===== src/rtl/serdes_frame_pkg.sv =====
// Framing constants and FSM state shared by the serializer-feed blocks.
package serdes_frame_pkg;

   localparam logic [31:0] IDLE_WORD = 32'h3C3C_3C3C;
   localparam logic [31:0] SOF_WORD  = 32'hFCFC_FCFC;
   localparam logic [15:0] EOF_TAG   = 16'hDCDC;
   localparam logic [15:0] PAD_HALF  = 16'h3C3C;

   typedef enum logic [1:0] {IDLE, DATA, EOF} frame_state_e;

endpackage


===== src/rtl/serial_word_framer_if.sv =====
// Halfword input stream plus framed word output toward the serializer.
interface serial_word_framer_if;

   logic [15:0] hw_data;
   logic        hw_valid;
   logic        hw_last;
   logic        hw_ready;
   logic [31:0] data_out;
   logic        data_v;
   logic        underrun;
   logic        pkt_done;

   modport master (
      output hw_data, hw_valid, hw_last,
      input  hw_ready, data_out, data_v, underrun, pkt_done
   );

   modport slave (
      input  hw_data, hw_valid, hw_last,
      output hw_ready, data_out, data_v, underrun, pkt_done
   );

endinterface


===== src/rtl/serial_word_framer_timer.sv =====
// Word slot timer: counts 0..WORD_PERIOD-1 while enabled, tick on the last count.
module word_period_timer #(
   parameter int WORD_PERIOD = 8
) (
   input  logic clk,
   input  logic reset,
   input  logic enable,
   output logic tick
);

   localparam int CW = $clog2(WORD_PERIOD);
   localparam logic [CW-1:0] LAST = CW'(WORD_PERIOD - 1);

   logic [CW-1:0] cnt;

   assign tick = enable && (cnt == LAST);

   // Explicit wrap so non-power-of-two periods work.
   always_ff @(posedge clk or posedge reset) begin
      if (reset)
         cnt <= '0;
      else if (enable)
         cnt <= tick ? '0 : cnt + 1'b1;
   end

endmodule


===== src/rtl/serial_word_framer.sv =====
// Pairs packet halfwords into 32-bit words and frames them with SOF/EOF at a fixed word rate.
module serial_word_framer
   import serdes_frame_pkg::*;
#(
   parameter int WORD_PERIOD = 8,
   parameter int CNT_W       = 16
) (
   input  logic                 clk,
   input  logic                 reset,
   input  logic                 enable,
   serial_word_framer_if.slave  bus
);

   logic             tick;
   frame_state_e     state, state_d;
   logic [31:0]      buf_q;
   logic [1:0]       fill;
   logic             asm_last;
   logic [CNT_W-1:0] hw_cnt;
   logic             accept;

   logic [31:0]      word_d;
   logic             underrun_d, pkt_done_d, clr_buf, clr_cnt;

   word_period_timer #(.WORD_PERIOD(WORD_PERIOD)) u_timer (
      .clk    (clk),
      .reset  (reset),
      .enable (enable),
      .tick   (tick)
   );

   // Closed on tick so an accept can never race the buffer clear.
   assign bus.hw_ready = !reset && enable && !tick && (fill < 2'd2) && !asm_last && (state != EOF);
   assign accept       = bus.hw_valid && bus.hw_ready;

   // Word choice for the next slot; only applied when tick is high.
   always_comb begin
      state_d    = state;
      word_d     = IDLE_WORD;
      underrun_d = 1'b0;
      pkt_done_d = 1'b0;
      clr_buf    = 1'b0;
      clr_cnt    = 1'b0;
      case (state)
         IDLE: begin
            if (fill != 2'd0) begin
               word_d  = SOF_WORD;
               state_d = DATA;
            end
         end
         DATA: begin
            if (fill == 2'd2) begin
               word_d  = buf_q;
               clr_buf = 1'b1;
               if (asm_last) state_d = EOF;
            end else if (fill == 2'd1 && asm_last) begin
               word_d  = {buf_q[31:16], PAD_HALF};
               clr_buf = 1'b1;
               state_d = EOF;
            end else begin
               underrun_d = 1'b1;
            end
         end
         EOF: begin
            word_d     = {EOF_TAG, 16'(hw_cnt)};
            pkt_done_d = 1'b1;
            clr_cnt    = 1'b1;
            state_d    = IDLE;
         end
         default: state_d = IDLE;
      endcase
   end

   always_ff @(posedge clk or posedge reset) begin
      if (reset)
         state <= IDLE;
      else if (tick)
         state <= state_d;
   end

   always_ff @(posedge clk or posedge reset) begin
      if (reset) begin
         bus.data_out <= IDLE_WORD;
         bus.data_v   <= 1'b0;
         bus.underrun <= 1'b0;
         bus.pkt_done <= 1'b0;
         buf_q        <= '0;
         fill         <= 2'd0;
         asm_last     <= 1'b0;
         hw_cnt       <= '0;
      end else begin
         bus.data_v   <= tick;
         bus.underrun <= tick && underrun_d;
         bus.pkt_done <= tick && pkt_done_d;
         if (tick) begin
            bus.data_out <= word_d;
            if (clr_buf) begin
               buf_q    <= '0;
               fill     <= 2'd0;
               asm_last <= 1'b0;
            end
            if (clr_cnt) hw_cnt <= '0;
         end else if (accept) begin
            if (fill == 2'd0)
               buf_q[31:16] <= bus.hw_data;
            else
               buf_q[15:0]  <= bus.hw_data;
            fill <= fill + 2'd1;
            if (hw_cnt != '1) hw_cnt <= hw_cnt + 1'b1;
            if (bus.hw_last) asm_last <= 1'b1;
         end
      end
   end

endmodule


===== src/flat_wrapper.sv =====
// flat-port wrapper written by rule: the top's interface ports become plain ports
module serial_word_framer_flat import serdes_frame_pkg::*;
#(
   parameter int WORD_PERIOD = 8,
   parameter int CNT_W       = 16
)
  (clk, reset, enable, bus_hw_data, bus_hw_valid, bus_hw_last, bus_hw_ready, bus_data_out, bus_data_v, bus_underrun, bus_pkt_done);
  serial_word_framer_if bus_i ();
  input  logic clk;
  input  logic reset;
  input  logic enable;
  input wire logic [$bits(bus_i.hw_data)-1:0] bus_hw_data;
  input wire logic [$bits(bus_i.hw_valid)-1:0] bus_hw_valid;
  input wire logic [$bits(bus_i.hw_last)-1:0] bus_hw_last;
  output wire logic [$bits(bus_i.hw_ready)-1:0] bus_hw_ready;
  output wire logic [$bits(bus_i.data_out)-1:0] bus_data_out;
  output wire logic [$bits(bus_i.data_v)-1:0] bus_data_v;
  output wire logic [$bits(bus_i.underrun)-1:0] bus_underrun;
  output wire logic [$bits(bus_i.pkt_done)-1:0] bus_pkt_done;
  assign bus_i.hw_data = bus_hw_data;
  assign bus_i.hw_valid = bus_hw_valid;
  assign bus_i.hw_last = bus_hw_last;
  assign bus_hw_ready = bus_i.hw_ready;
  assign bus_data_out = bus_i.data_out;
  assign bus_data_v = bus_i.data_v;
  assign bus_underrun = bus_i.underrun;
  assign bus_pkt_done = bus_i.pkt_done;
  serial_word_framer #(.WORD_PERIOD(WORD_PERIOD), .CNT_W(CNT_W)) u_core (.clk(clk), .reset(reset), .enable(enable), .bus(bus_i));
endmodule

===== config.mk =====
export PLATFORM = sky130hd
export DESIGN_NAME = serial_word_framer_flat
export DESIGN_NICKNAME = d
export VERILOG_FILES = /design/src/rtl/serdes_frame_pkg.sv /design/src/rtl/serial_word_framer_if.sv /design/src/rtl/serial_word_framer_timer.sv /design/src/rtl/serial_word_framer.sv /design/src/flat_wrapper.sv
export SDC_FILE = /design/constraint.sdc
export NUM_CORES = 1
export LEC_CHECK = 0
export CAP_MARGIN = 15
export CORE_ASPECT_RATIO = 1.1
export CORE_MARGIN = 2
export CORE_UTILIZATION = 30
export DETAILED_ROUTE_END_ITERATION = 16
export GPL_ROUTABILITY_DRIVEN = 0
export HOLD_SLACK_MARGIN = 0.06
export PLACE_DENSITY = 0.51
export SLEW_MARGIN = 20
export SYNTH_ARGS = -nofsm -noshare
export SYNTH_HDL_FRONTEND = slang
export SYNTH_SLANG_ARGS = --single-unit
export TNS_END_PERCENT = 1

===== constraint.sdc =====
create_clock -name clk -period 3.6 [get_ports clk]
set_input_delay 0.54 -clock clk [delete_from_list [all_inputs] [get_ports clk]]
set_output_delay 0.54 -clock clk [all_outputs]
set_load 0.03 [all_outputs]

### After elaboration in Yosys (flattened, before gate mapping)

Index checks and enable logic that the tools add are counted.

* add/subtract/negate cells: 3
* magnitude comparators: 1
* equal/unequal tests: 13
* mux-type cells: 33
* reduce and logical (&&, ||, !) cells: 26

Operator list (number)
* 32-bit 2-to-1 mux: 6
* 16-bit 2-to-1 mux: 6
* 32-bit one-hot mux with 3 select lines: 1
* 16-bit by 1-bit adder with 16-bit output (second input constant): 1
* 16-bit != test (second input constant): 1
* 2-bit 2-to-1 mux: 7
* 3-bit AND reduction: 4
* 1-bit 2-to-1 mux: 11
* 1-bit logical AND: 10
* 2-bit nonzero test: 5
* 2-bit != test (second input constant): 3
* 2-bit by 1-bit == test with 1-bit output (second input constant): 2
* 2-bit == test (second input constant): 2
* 2-bit logical NOT: 2
* 2-bit by 1-bit != test with 1-bit output (second input constant): 2
* 2-bit one-hot mux with 2 select lines: 1
* 4-bit AND reduction: 1
* 3-bit by 1-bit adder with 3-bit output (second input constant): 1
* 3-bit == test (second input constant): 1
* 1-bit logical NOT: 3
* 3-bit 2-to-1 mux: 1
* 3-bit by 1-bit != test with 1-bit output (second input constant): 1
* 3-bit by 2-bit != test with 1-bit output (second input constant): 1
* 2-bit by 1-bit adder with 2-bit output (second input constant): 1
* other kinds (2): 2

* bits in registers: 91
* input bits: 21
* output and inout port bits: 36
* word-level logic and storage cells: 87

### Depth between registers and ports, before layout

Gate-level depths: netlist of run 1.

* depth in word-level cells: 10
* gate-level depth with buffers: 9
* depth with buffers taken out: 8

### Hierarchy

A second synthesis of run 1 with hierarchy kept.

* cell total of the unflattened synthesis: 432
* area, all modules: 4297.9 µm²

By module, submodules not included
* serial_word_framer: instances 1, cells each 419, area each 4141.5 µm², sequential area each 2222.1 µm²
* word_period_timer: instances 1, cells each 13, area each 156.4 µm², sequential area each 75.1 µm²

### Least setup slack after synthesis of run 1

Ideal clock, no wire load.

* kind: reg-to-reg
* from: register u_core.u_timer.cnt[0]
* to: register u_core.hw_cnt[14]
* setup time: 131 ps
* arrival: 1889 ps
* required time: 3469 ps
* slack: 1580 ps
* cell stages (with the launch flop): 7
* path buffers: 0
* clock period less this slack: 2020 ps
* cells stage by stage: dfrtp_1 -> ha_1 -> ha_1 -> and2b_2 -> nand4_4 -> o311a_1 -> or3_1

* longest elaborated chain between the ends: 10
* elaborated cells on any way between the ends: 13
* those cells by class: 2 x eq/ne; 1 x mux; 10 x reduce/logical

Ends and longest elaborated chain
* start, declared: RTL line serial_word_framer_timer.sv:14 `logic [CW-1:0] cnt;`
* start signal, assigned: RTL line serial_word_framer_timer.sv:23 `cnt <= tick ? '0 : cnt + 1'b1;`
* 3-bit == test *: RTL line serial_word_framer_timer.sv:16 `assign tick = enable && (cnt == LAST);`
* 1-bit logical AND *: RTL line serial_word_framer_timer.sv:16
* 1-bit logical NOT: RTL line serial_word_framer.sv:33 `assign bus.hw_ready = !reset && enable && !tick && (fill < 2'd2) && !asm_last && (state != EOF);`
* 1-bit logical AND (4 in series): RTL line serial_word_framer.sv:33
* 1-bit logical AND: RTL line serial_word_framer.sv:34 `assign accept = bus.hw_valid && bus.hw_ready;`
* 2-bit nonzero test (no line)
* 3-bit AND reduction (no line)
* end signal, assigned: RTL line serial_word_framer.sv:109 `if (hw_cnt != '1) hw_cnt <= hw_cnt + 1'b1;`
* end, declared: RTL line serial_word_framer.sv:19 `logic [CNT_W-1:0] hw_cnt;`

Mark *: on every way between the ends. The rest lies on a longest branch, timed or not.
A chain may end at the register's enable or synchronous reset.

### Worst setup path after layout of run 1

* from: register u_core.state[0]
* to: output port bus_hw_ready

* longest elaborated chain between the ends: 2

Ends and longest elaborated chain
* start, declared: RTL line serial_word_framer.sv:15 `frame_state_e state, state_d;`
* start signal, assigned: RTL line serial_word_framer.sv:78 `state <= state_d;`
* 2-bit != test: RTL line serial_word_framer.sv:33
* 1-bit logical AND: RTL line serial_word_framer.sv:33
* end, declared: RTL line flat_wrapper.sv:15 `output wire logic [$bits(bus_i.hw_ready)-1:0] bus_hw_ready;`

No other way between the ends.

==> results of run 1 <==
==> through the flow <==
step | power (mW) | worst slack, ps | utilization | hold WS (ps) | instances
2_1_floorplan | 2.59 | 723 | - | 451 | 451
3_3_place_gp | 3.09 | 902 | 0.358 | 468 | 676
3_5_place_dp | 3.11 | 866 | 0.358 | 473 | 676
4_1_cts | 4.15 | 729 | 0.382 | 487 | 692
5_1_grt | 4.40 | 600 | 0.382 | 516 | 692
6_report | 4.11 | 726 | 0.382 | 482 | 692
==> logic make-up after synthesis <==
family,count (synthesis),share of synthesized area
multiplexers,5,0.0126
buffers and inverters,35,0.0384
adder cells (fa/ha/maj),6,0.0180
XOR/XNOR,1,0.00210
AND/OR/NAND/NOR,187,0.206
AO/OA/AOI/OAI,126,0.173
flip-flops,91,0.551
==> synthesized netlist by cell type (2+ instances only) <==
cell	instances
sky130_fd_sc_hd__mux2_2	2
sky130_fd_sc_hd__nor3_2	2
sky130_fd_sc_hd__dfrtp_1	75
sky130_fd_sc_hd__dfstp_2	16
sky130_fd_sc_hd__buf_2	8
sky130_fd_sc_hd__o21ai_1	17
sky130_fd_sc_hd__a21oi_1	23
sky130_fd_sc_hd__buf_1	2
sky130_fd_sc_hd__nand2_1	113
sky130_fd_sc_hd__and3_1	7
sky130_fd_sc_hd__nor3_1	4
sky130_fd_sc_hd__a22o_1	4
sky130_fd_sc_hd__and4_1	2
sky130_fd_sc_hd__nand4_1	2
sky130_fd_sc_hd__a31oi_1	4
sky130_fd_sc_hd__o21ai_0	57
sky130_fd_sc_hd__and2_1	3
sky130_fd_sc_hd__a22oi_1	4
sky130_fd_sc_hd__buf_6	2
sky130_fd_sc_hd__inv_1	10
sky130_fd_sc_hd__mux2i_1	3
sky130_fd_sc_hd__nor2_1	30
sky130_fd_sc_hd__o22ai_1	9
sky130_fd_sc_hd__nand3_1	11
sky130_fd_sc_hd__nor2b_1	3
sky130_fd_sc_hd__ha_1	6
sky130_fd_sc_hd__clkbuf_1	11
==> per-layer routing <==
layer | GRT usage | share of wire
met1 | 0.214 | 0.48
met5 | 0 | 0
met4 | 0.0476 | 0.012
met3 | 0.0298 | 0.049
met2 | 0.234 | 0.46
==> worst max-delay path, delay by kind of cell, from the launching register on <==
| kind | cells | cell delay [ps] |
|---|---|---|
| flops | 1 | 620 |
| buf+inv | 1 | 670 |
| simple gates | 2 | 700 |
==> report_power, final <==
| group | total, mW | internal (mW) | leakage, nW | switching [mW] |
|---|---|---|---|---|
| logic | 1.36 | 0.545 | 0.966 | 0.820 |
| clock network | 1.02 | 0.614 | 0.148 | 0.408 |
| registers | 1.72 | 1.45 | 1.15 | 0.277 |
| total | 4.11 | 2.60 | 2.27 | 1.51 |
==> state kept, by name, indices dropped and copies added (netlist names) <==
register             flops
u_core.buf_q            32
u_core.bus.data_out     32
u_core.hw_cnt           16
u_core.u_timer.cnt       3
u_core.fill              2
u_core.state             2
u_core.asm_last          1
u_core.bus.data_v        1
u_core.bus.pkt_done      1
u_core.bus.underrun      1
==> cell type report <==
cell class              count  share of cell area
clock inverters             5              0.0165
multi-input cells         325               0.329
repair buffers             61               0.117
clock buffers              11              0.0446
well taps                 188              0.0451
inverters                  11             0.00815
flip-flops and latches     91               0.440
==> cells in the final DEF (no fill, tap or decap), drive strengths merged, types with 2 or more instances in the layout <==
cell           Yosys  layout
nand2            113     113
nor3               6       6
a22o               4       4
o22ai              9       9
clkbuf            11      11
and2               3       3
and4bb             2       2
nand3             11      11
buf               13       5
and3               7       7
clkinvlp           0       2
bufinv             0       2
dfstp             16      16
o21ai             74      74
clkdlybuf4s50      0      56
nand4              4       4
nor2b              3       3
mux2i              3       3
dfrtp             75      75
inv               11      11
a22oi              4       4
ha                 6       6
a21oi             23      23
and4               2       2
mux2               2       2
a31oi              4       4
nor2              31      31
==> worst paths after layout <==
check / endpoint / start
max: bus_hw_ready / u_core.state[0]$_DFFE_PP0P_
min: u_core.bus.data_out[13]$_DFFE_PP1P_ / u_core.bus.data_out[13]$_DFFE_PP1P_
max reg2reg: u_core.hw_cnt[14]$_DFFE_PP0P_ / u_core.state[0]$_DFFE_PP0P_
min reg2reg: u_core.bus.data_out[13]$_DFFE_PP1P_ / u_core.bus.data_out[13]$_DFFE_PP1P_
max in group asynchronous: u_core.bus.data_out[18]$_DFFE_PP1P_ / reset
min in group asynchronous: u_core.bus.data_out[8]$_DFFE_PP0P_ / reset
==> run summary, run 1 <==
================================================================================
Number of warnings issued by yosys                                             0
Overall routed net length                                              10,400 um
Aggregate negative setup slack                                              0 ps
Estimated wirelength of the detail-placed design                         7250 um
Clk buf depth                                                                  2
Total congestion overflow after global routing                                 0
Post-layout net count                                                        526
Count of boundary I/O pins                                                    57
Most area-consuming cells after synthesis                           sky130_fd_sc_hd__dfrtp_1 (45%), sky130_fd_sc_hd__nand2_1 (10%), sky130_fd_sc_hd__dfstp_2 (10%)
Number of levels the H-tree was split into                                     3
Result of the run                                                      completed
Clk Latency, worst-skew pair                                              340 ps
Global-route wire length before repair                                 17,500 um
Final period demand of the worst path                                    2870 ps
Number of storage elements in the synthesis netlist                           91
Async SR Flop Fraction                                                      1.00
Finished Cell Area                                                      5220 um2
Slew at the pin with the worst max-slew slack                             789 ps
Die area                                                              14,900 um2
Number of cell rows                                                           45
Post-synth design cell area                                             4170 um2
# Post-CTS Setup Buffers                                                       0
Final routed wire length divided by cell count                           15.1 um
Fraction of synthesized cell area taken by the top area cell type          0.450
Number of synthesized flops with an enable pin                                 0
Via total after detailed routing                                           3,352
Overall die width                                                         116 um
Number of fillers in the final layout                                      1,376
Antenna violations before repair                                               0
Worst-case clock skew                                                    3.60 ps
Clock-pin slew on the worst setup and hold paths                           60 ps
Arrival time reported for the critical path endpoint                     2330 ps
Pre-antenna DRT Iters                                                          5
Maximum ir drop on the vdd rail                                       0.000313 V
Ratio of cells with drive above 1 in the final layout                     0.0992
Footprint of the flip-flops and latches                                 2300 um2
Post-synthesis average cell area                                        9.25 um2
Reg2Reg Setup Slack                                                      1200 ps
Drt drc                                                                        0
Total inserted antenna cells                                                   0
Final Max Slew Viols                                                           0
Critical path's slowest cell                                        sky130_fd_sc_hd__clkdlybuf4s50_1
Worst slew margin                                                          0.473
Prevailing post-synth register cell                                 sky130_fd_sc_hd__dfrtp_1
First-iteration detailed-routing DRC count                                   119
TritonCTS buffer count                                                         9
Area of the multi-input gates                                           1720 um2
Cell-by-cell listing of the critical path                           nand2b_2 > and3_1 > clkdlybuf4s50_1
Area added between synthesis and finish                                    25.2%
Reg2Reg Depth                                                                  5
TritonCTS clock tree                                                       built
Sequential-to-total area share from yosys stat                             0.551
Largest area contributor in the netlist                             sky130_fd_sc_hd__dfrtp_1
Worst hold path depth                                                          2
Number of instances in the synthesized netlist                               451
Core Area                                                             13,700 um2
Type of element capturing the critical path                           output pin
PostCTS Resize Cnt                                                             0
P per Cell Area                                                       787 nW/um2
Total routing resource utilization after global routing                    0.151
Instance area after placement                                           4900 um2
Routed Antenna Nets                                                            0
TritonCTS Sinks                                                               91
Port Buffer Count                                                             56
Setup repair after global routing missed its margin                        false
Max stage delay on crit path                                              670 ps
Category of the critical setup timing path                          register to output pin
Reported leakage power                                                   2.27 nW
Worst setup SP type                                                     register
Synthesized net count                                                        478
Final cycle utilization of the critical path                               0.798
Mean number of vias per cell                                                4.84
Hold Fails Final Rpt                                                           0
Pin count of the biggest net entering global routing                          64
Fmax                                                                   0.348 GHz
Initial standard-cell utilization of the core                              0.305
Hold/Removal Path Class                                             register to register
Final setup fails                                                              0
Critical path required time                                              3060 ps
Vertical extent of the die                                                128 um
Highest fanout seen on the critical path                                      17
Hold buffers post-CTS                                                          0
Max-capacitance violation count                                                0
Number of global-route vias before repair                                  3,393
Root buf cell                                                       sky130_fd_sc_hd__clkbuf_16
Unique cell type count in the Yosys netlist                                   48
================================================================================
Note: power is estimated with default switching activity, not from simulation.
==> run 2: changes to the inputs <==
--- a/config.mk
+++ b/config.mk
@@ -12,7 +12,7 @@
 export DETAILED_ROUTE_END_ITERATION = 16
 export GPL_ROUTABILITY_DRIVEN = 0
 export HOLD_SLACK_MARGIN = 0.06
-export PLACE_DENSITY = 0.51
+export PLACE_DENSITY = 0.53
 export SLEW_MARGIN = 20
 export SYNTH_ARGS = -nofsm -noshare
 export SYNTH_HDL_FRONTEND = slang
==> constraint.sdc (replaced) <==
create_clock -name clk -period 2.55 [get_ports clk]
set_input_delay 0.3825 -clock clk [delete_from_list [all_inputs] [get_ports clk]]
set_output_delay 0.3825 -clock clk [all_outputs]
set_load 0.03 [all_outputs]
==> run 2 against run 1 <==
Effect of this change:
- critical path depth grew 3
- non-clock buffer count grew 6
- clock-buffer cell count is the same
- combinational power grew 46%
- via count shrank 0.33%
- clock skew grew 3.8 ps
- routed wire length shrank 1.3%
- design area grew 0.22%
- die area is the same
- sequential power grew 40%
- critical path type is now register to register
- critical endpoint is now u_core.hw_cnt[14]$_DFFE_PP0P_
- largest power group unchanged
==> run summary, run 2 (synthesis results as in run 1) <==
============================================================================
Drt drc                                                                    0   unchanged
Overall die width                                                     116 um   unchanged
Total routing resource utilization after global routing                0.150   -0.000881
Max-capacitance violation count                                            0   unchanged
Via total after detailed routing                                       3,341   -0.33%
Area of the multi-input gates                                       1720 um2   unchanged
P per Cell Area                                                  1080 nW/um2   +37%
TritonCTS Sinks                                                           91   unchanged
Worst slew margin                                                      0.638   +0.165
Placement-stage worst setup slack                                     250 ps   -617 ps
Cell with the most instances on the worst path                  sky130_fd_sc_hd__ha_1
Overall routed net length                                          10,300 um   -1.3%
Final routed wire length divided by cell count                       14.8 um   -2.2%
Worst-case clock skew                                                7.40 ps   +3.80 ps
Clk buf depth                                                              2   unchanged
Die area                                                          14,900 um2   unchanged
Port Buffer Count                                                         56   unchanged
Critical path's slowest cell                                    sky130_fd_sc_hd__o311a_1
Reported leakage power                                               2.27 nW   +0.18%
Arrival time reported for the critical path endpoint                 2400 ps   +70 ps
Initial standard-cell utilization of the core                          0.305   unchanged
Critical Path Source                                            u_core.u_timer.cnt[0]$_DFFE_PP0P_
Highest fanout seen on the critical path                                  10   -7
End of the worst register-to-register path                      u_core.hw_cnt[14]$_DFFE_PP0P_
Final Max Slew Viols                                                       0   unchanged
Leading cell types in the layout, fill and taps excluded        sky130_fd_sc_hd__nand2_1 (112), sky130_fd_sc_hd__dfrtp_1 (75), sky130_fd_sc_hd__o21ai_0 (57)
Number of fillers in the final layout                                  1,372   -0.29%
Count of boundary I/O pins                                                57   unchanged
Final period demand of the worst path                                2170 ps
CP Buf/Inv Count                                                           0   -1
Footprint of the flip-flops and latches                             2300 um2   unchanged
Cell-by-cell listing of the critical path                       ha_1 > ha_1 > and2b_2 > nand4_4 > o311a_1 > or3_1
Aggregate negative setup slack                                          0 ps   unchanged
Ratio of cells with drive above 1 in the final layout                  0.112   +0.0126
Hold Fails Final Rpt                                                       0   unchanged
Estimated wirelength of the detail-placed design                     7280 um   +0.43%
Post-layout net count                                                    532   +1.1%
Number of levels the H-tree was split into                                 3   unchanged
Final setup fails                                                          0   unchanged
Routed Antenna Nets                                                        0   unchanged
Reg2Reg Depth                                                              6   +1
Category of the critical setup timing path                      register to register
Type of element capturing the critical path                         register
Most common library cell in the layout ignoring fill and taps   sky130_fd_sc_hd__nand2_1
PostCTS Resize Cnt                                                         0   unchanged
# Post-CTS Setup Buffers                                                   0   unchanged
Maximum ir drop on the vdd rail                                   0.000479 V   +53%
Root buf cell                                                   sky130_fd_sc_hd__clkbuf_16
Setup WS post-layout                                                  376 ps   -350 ps
Hold/Removal Path Class                                         register to register
Worst setup endpoint                                            u_core.hw_cnt[14]$_DFFE_PP0P_
Pre-antenna DRT Iters                                                      4   -1
Number of cell rows                                                       45   unchanged
Fmax                                                               0.460 GHz
Mean number of vias per cell                                            4.79   -1.2%
Clock-pin slew on the worst setup and hold paths                       60 ps   about the same
Clk Latency, worst-skew pair                                          340 ps   about the same
Registers with the most flip-flops                              u_core.buf_q: 32 flops, u_core.bus.data_out: 32 flops, u_core.hw_cnt: 16 flops
TritonCTS buffer count                                                     9   unchanged
Antenna violations before repair                                           0   unchanged
Global-route wire length before repair                             17,400 um   -0.63%
Max stage delay on crit path                                          410 ps   -260 ps
First-iteration detailed-routing DRC count                               179   +50%
Final cycle utilization of the critical path                           0.853
Vertical extent of the die                                            128 um   unchanged
Result of the run                                                  completed
Pin count of the biggest net entering global routing                      92   +44%
Family with the most delay on the worst path                    simple AND/OR/NAND/NOR gates
Slew at the pin with the worst max-slew slack                         538 ps   -251 ps
Number of global-route vias before repair                              3,444   +1.5%
Area added between synthesis and finish                                25.4%
Total congestion overflow after global routing                             0   unchanged
TritonCTS clock tree                                                   built
Critical path required time                                          2770 ps   -290 ps
Setup repair after global routing missed its margin                    false
R2R Path Start                                                  u_core.u_timer.cnt[0]$_DFFE_PP0P_
Hold buffers post-CTS                                                      0   unchanged
Total inserted antenna cells                                               0   unchanged
Core Area                                                         13,700 um2   unchanged
Worst setup SP type                                                 register
Instance count on the critical path                                        6   +3
Reg2Reg Setup Slack                                                   380 ps   -820 ps
============================================================================
-- run 2: area by class of cell --
type,instances,share of cell area
Clock buffer,11,0.0445
Clock inverter,5,0.00765
Inverter,11,0.00861
Multi-Input combinational cell,325,0.328
Sequential cell,91,0.439
Tap cell,188,0.0450
Timing Repair Buffer,67,0.127
-- run 2: where the power goes --
group	internal, mW	leakage, nW	switching [mW]
clock network	0.666	0.122	0.567
logic	0.797	0.996	1.19
registers	2.04	1.15	0.363
total	3.50	2.27	2.12
-- run 2: per-stage QoR --
stage | instance area (um2) | hold WS (ps) | util | power, mW | std cells
3_5_place_dp | 4960 | 473 | 0.362 | 4.43 | 682
3_3_place_gp | 4960 | 465 | 0.362 | 4.39 | 682
6_report | 5230 | 477 | 0.382 | 5.63 | 698
5_1_grt | 5230 | 495 | 0.382 | 6.03 | 698
2_1_floorplan | 4170 | 451 | - | 3.65 | 451
4_1_cts | 5230 | 481 | 0.382 | 5.70 | 698
-- run 2: how the worst min path moves through the flow --
stage,from,to,slack [ps],depth (start not counted)
CTS,u_core.u_timer.cnt[0]$_DFFE_PP0P_,u_core.u_timer.cnt[0]$_DFFE_PP0P_,480,1
floorplan,u_core.buf_q[5]$_DFFE_PP0P_,u_core.buf_q[5]$_DFFE_PP0P_,450,2
global placement,u_core.u_timer.cnt[0]$_DFFE_PP0P_,u_core.u_timer.cnt[0]$_DFFE_PP0P_,470,1
global route,u_core.bus.data_out[10]$_DFFE_PP1P_,u_core.bus.data_out[10]$_DFFE_PP1P_,500,2
detailed placement,u_core.u_timer.cnt[0]$_DFFE_PP0P_,u_core.u_timer.cnt[0]$_DFFE_PP0P_,470,1
finish,u_core.u_timer.cnt[0]$_DFFE_PP0P_,u_core.u_timer.cnt[0]$_DFFE_PP0P_,480,1
-- run 2: layer usage --
layer / vias up / GRT usage / wire, um
li1: 1655 / - / -
met1: 1593 / 0.212 / 4940
met2: 76 / 0.223 / 4730
met3: 17 / 0.0312 / 407
met4: 0 / 0.0665 / 239
met5: - / 0 / 0
==> RTL edit (flow settings as in run 1) <==
`CNT_W` is set to 16 in 2 places; all go to 12.
--- a/src/rtl/serial_word_framer.sv
+++ b/src/rtl/serial_word_framer.sv
@@ -5,3 +5,3 @@
    parameter int WORD_PERIOD = 8,
-   parameter int CNT_W       = 16
+   parameter int CNT_W       = 12
 ) (
--- a/src/flat_wrapper.sv
+++ b/src/flat_wrapper.sv
@@ -4,3 +4,3 @@
    parameter int WORD_PERIOD = 8,
-   parameter int CNT_W       = 16
+   parameter int CNT_W       = 12
 )
Check against the original RTL: same outputs for any inputs over 10 cycles, from zero or initial values and one cycle with reset high; that may be too few to reach the edited logic, so the function may still have changed.
==> RTL edit against run 1 <==
Core utilization is 0.26 points higher. Sequential cell count is 4 lower. Sequential power is 4% lower. Design area is 3.2% lower. Synthesized area is 3.8% lower. Worst setup slack better by 0.032 ns. Clock skew is 0.0046 ns higher. Routed wire length hardly changed. Total power is 0.31% higher. Largest cell class unchanged.
==> RTL edit: results (changes against run 1) <==
outcome:
  status: "finished, final reports clean"
logic_synthesis:
  synth_compound_area_frac: 0.151  # -0.0219
  synth_xor_area_frac: 0.00437  # +0.00227
  synth_nets: 449  # -6.1%
  synth-seq-area-share: 0.548  # -0.00313
  ys_top_cells_by_area: "dfrtp_1 (44%), dfstp_2 (10%), nand2_1 (7.3%)"
  synth_cells: 422  # -6.4%
  synth_cell_type_count: 46  # -4.2%
  synthAdderAreaFrac: 0.0187  # +0.000713
  yosys-mux-area-fraction: 0.0477  # +0.0351
  synthTopCellsByCount: "nand2_1 (78), dfrtp_1 (71), o21ai_0 (54), nand3_1 (26), inv_1 (24)"
global_route:
  grt_use_met2: 0.248  # +0.0140
  grt_max_degree: 44  # -31%
  grt_pass1_wl_um: 17400  # -0.43%
  gr-usage-met1: 0.214  # -0.000395
  grt_util_all_layers: 0.156  # +0.00425
  met3_usage: 0.0320  # +0.00221
  grt_pass1_vias: 3307  # -2.5%
clock_network:
  ctsResizeCount: 0  # unchanged
  cts_made_buffers: 9  # unchanged
  insertion_delay_ns: 0.35
  post_cts.repair.setup_buffers: 0  # unchanged
  cts_buffer_depth: 2  # unchanged
  path_clk_slew_ns: 0.07
sta:
  skew_ns: 0.00822  # +0.00463 ns
  hold_slack_ns: 0.480  # -0.00178 ns
  max_slew_margin: 0.476  # +0.00253
worst_hold_path:
  min_to: "u_core.bus.data_out[21]"
  hp-start: "u_core.bus.data_out[21]"
  hp-class: "register to register"
detailed_routing:
  dr.pass1.iters: 4  # -1
  drt_iter0_drc: 155  # +30%
  ant_nets: 0  # unchanged
  drt_wl_total_um: 10400  # about the same
  viasPerCell: 5.04  # +4.1%
  vias: 3211  # -4.2%
place:
  dp_slack_ns: 0.837  # -0.0296 ns
  dp.cells: 621  # -8.1%
  hpwl_um: 7300  # +0.69%
  place_area_sq_mm: 0.00473  # -3.5%
cells_and_area:
  drive_gt1_frac: 0.105  # +0.00584
  fill_cells: 1357  # -1.4%
  top_regs: "u_core.buf_q: 32 flops, u_core.bus.data_out: 32 flops, u_core.hw_cnt: 12 flops"
  fin_nets: 498  # -5.3%
  antenna_cells: 0  # unchanged
  stdcell_area_sq_mm: 0.00505  # -3.2%
setup_path:
  cp_data_arrival_time_ns: 2.30  # -0.03 ns
  r2r-end: "u_core.buf_q[9]"
  reg2reg_slack_ns: 1.02  # -0.18 ns
  crit_path_max_incr_delay_ns: 0.66
  crit_fanout: 14  # -3
pwr:
  p_leak_nw: 2.22  # -2.1%
  switching_share: 0.373  # +0.00682
  ir_worst_vdd_mv: 0.314  # +0.47%
## RTL edit: routing by layer
metal,vias up,part of all wire
met5,-,0
met3,9,0.040
met1,1578,0.47
li1,1556,-
met4,0,0.013
met2,68,0.48
## RTL edit: worst max-delay path, delay by kind of cell (launching register included)
kind / cells / cell delay [ns]
and+or+nand+nor: 2 / 0.75
buffers and inverters: 1 / 0.66
DFF: 1 / 0.54
## RTL edit: logic make-up after synthesis
logic type / count (synthesis)
AOI/OAI and AO/OA: 103
xor gates and xnor gates: 2
adders and majority gates: 6
buffers and inverters: 51
DFF: 87
muxes: 19
and+or+nand+nor: 154
## RTL edit: worst max path at each step
stage | from | endpoint | slack (ns) | cells past startpoint
2_1_floorplan | reset | u_core.asm_last | 0.84 | 1
3_3_place_gp | enable | u_core.buf_q[17] | 0.88 | 5
3_5_place_dp | enable | u_core.buf_q[9] | 0.84 | 6
4_1_cts | u_core.state[0] | bus_hw_ready | 0.73 | 3
5_1_grt | u_core.state[0] | bus_hw_ready | 0.59 | 3
6_report | u_core.state[0] | bus_hw_ready | 0.76 | 3
## RTL edit: power groups by stage
stage / Combinational (W) / Sequential (W) / Clock, W
finish: 0.00144 / 0.00165 / 0.00103
global route: 0.00159 / 0.00171 / 0.00110
CTS: 0.00146 / 0.00165 / 0.00106
detailed placement: 0.00144 / 0.00166 / 0
floorplan: 0.000678 / 0.00188 / 0
global placement: 0.00143 / 0.00166 / 0
## RTL edit: final cells by class
class                   count  area share
flip-flops and latches     87       0.435
multi-input cells         284       0.319
repair buffers             64       0.123
clock buffers               9      0.0446
well taps                 161      0.0399
clock inverters             7      0.0203
inverters                  25      0.0188
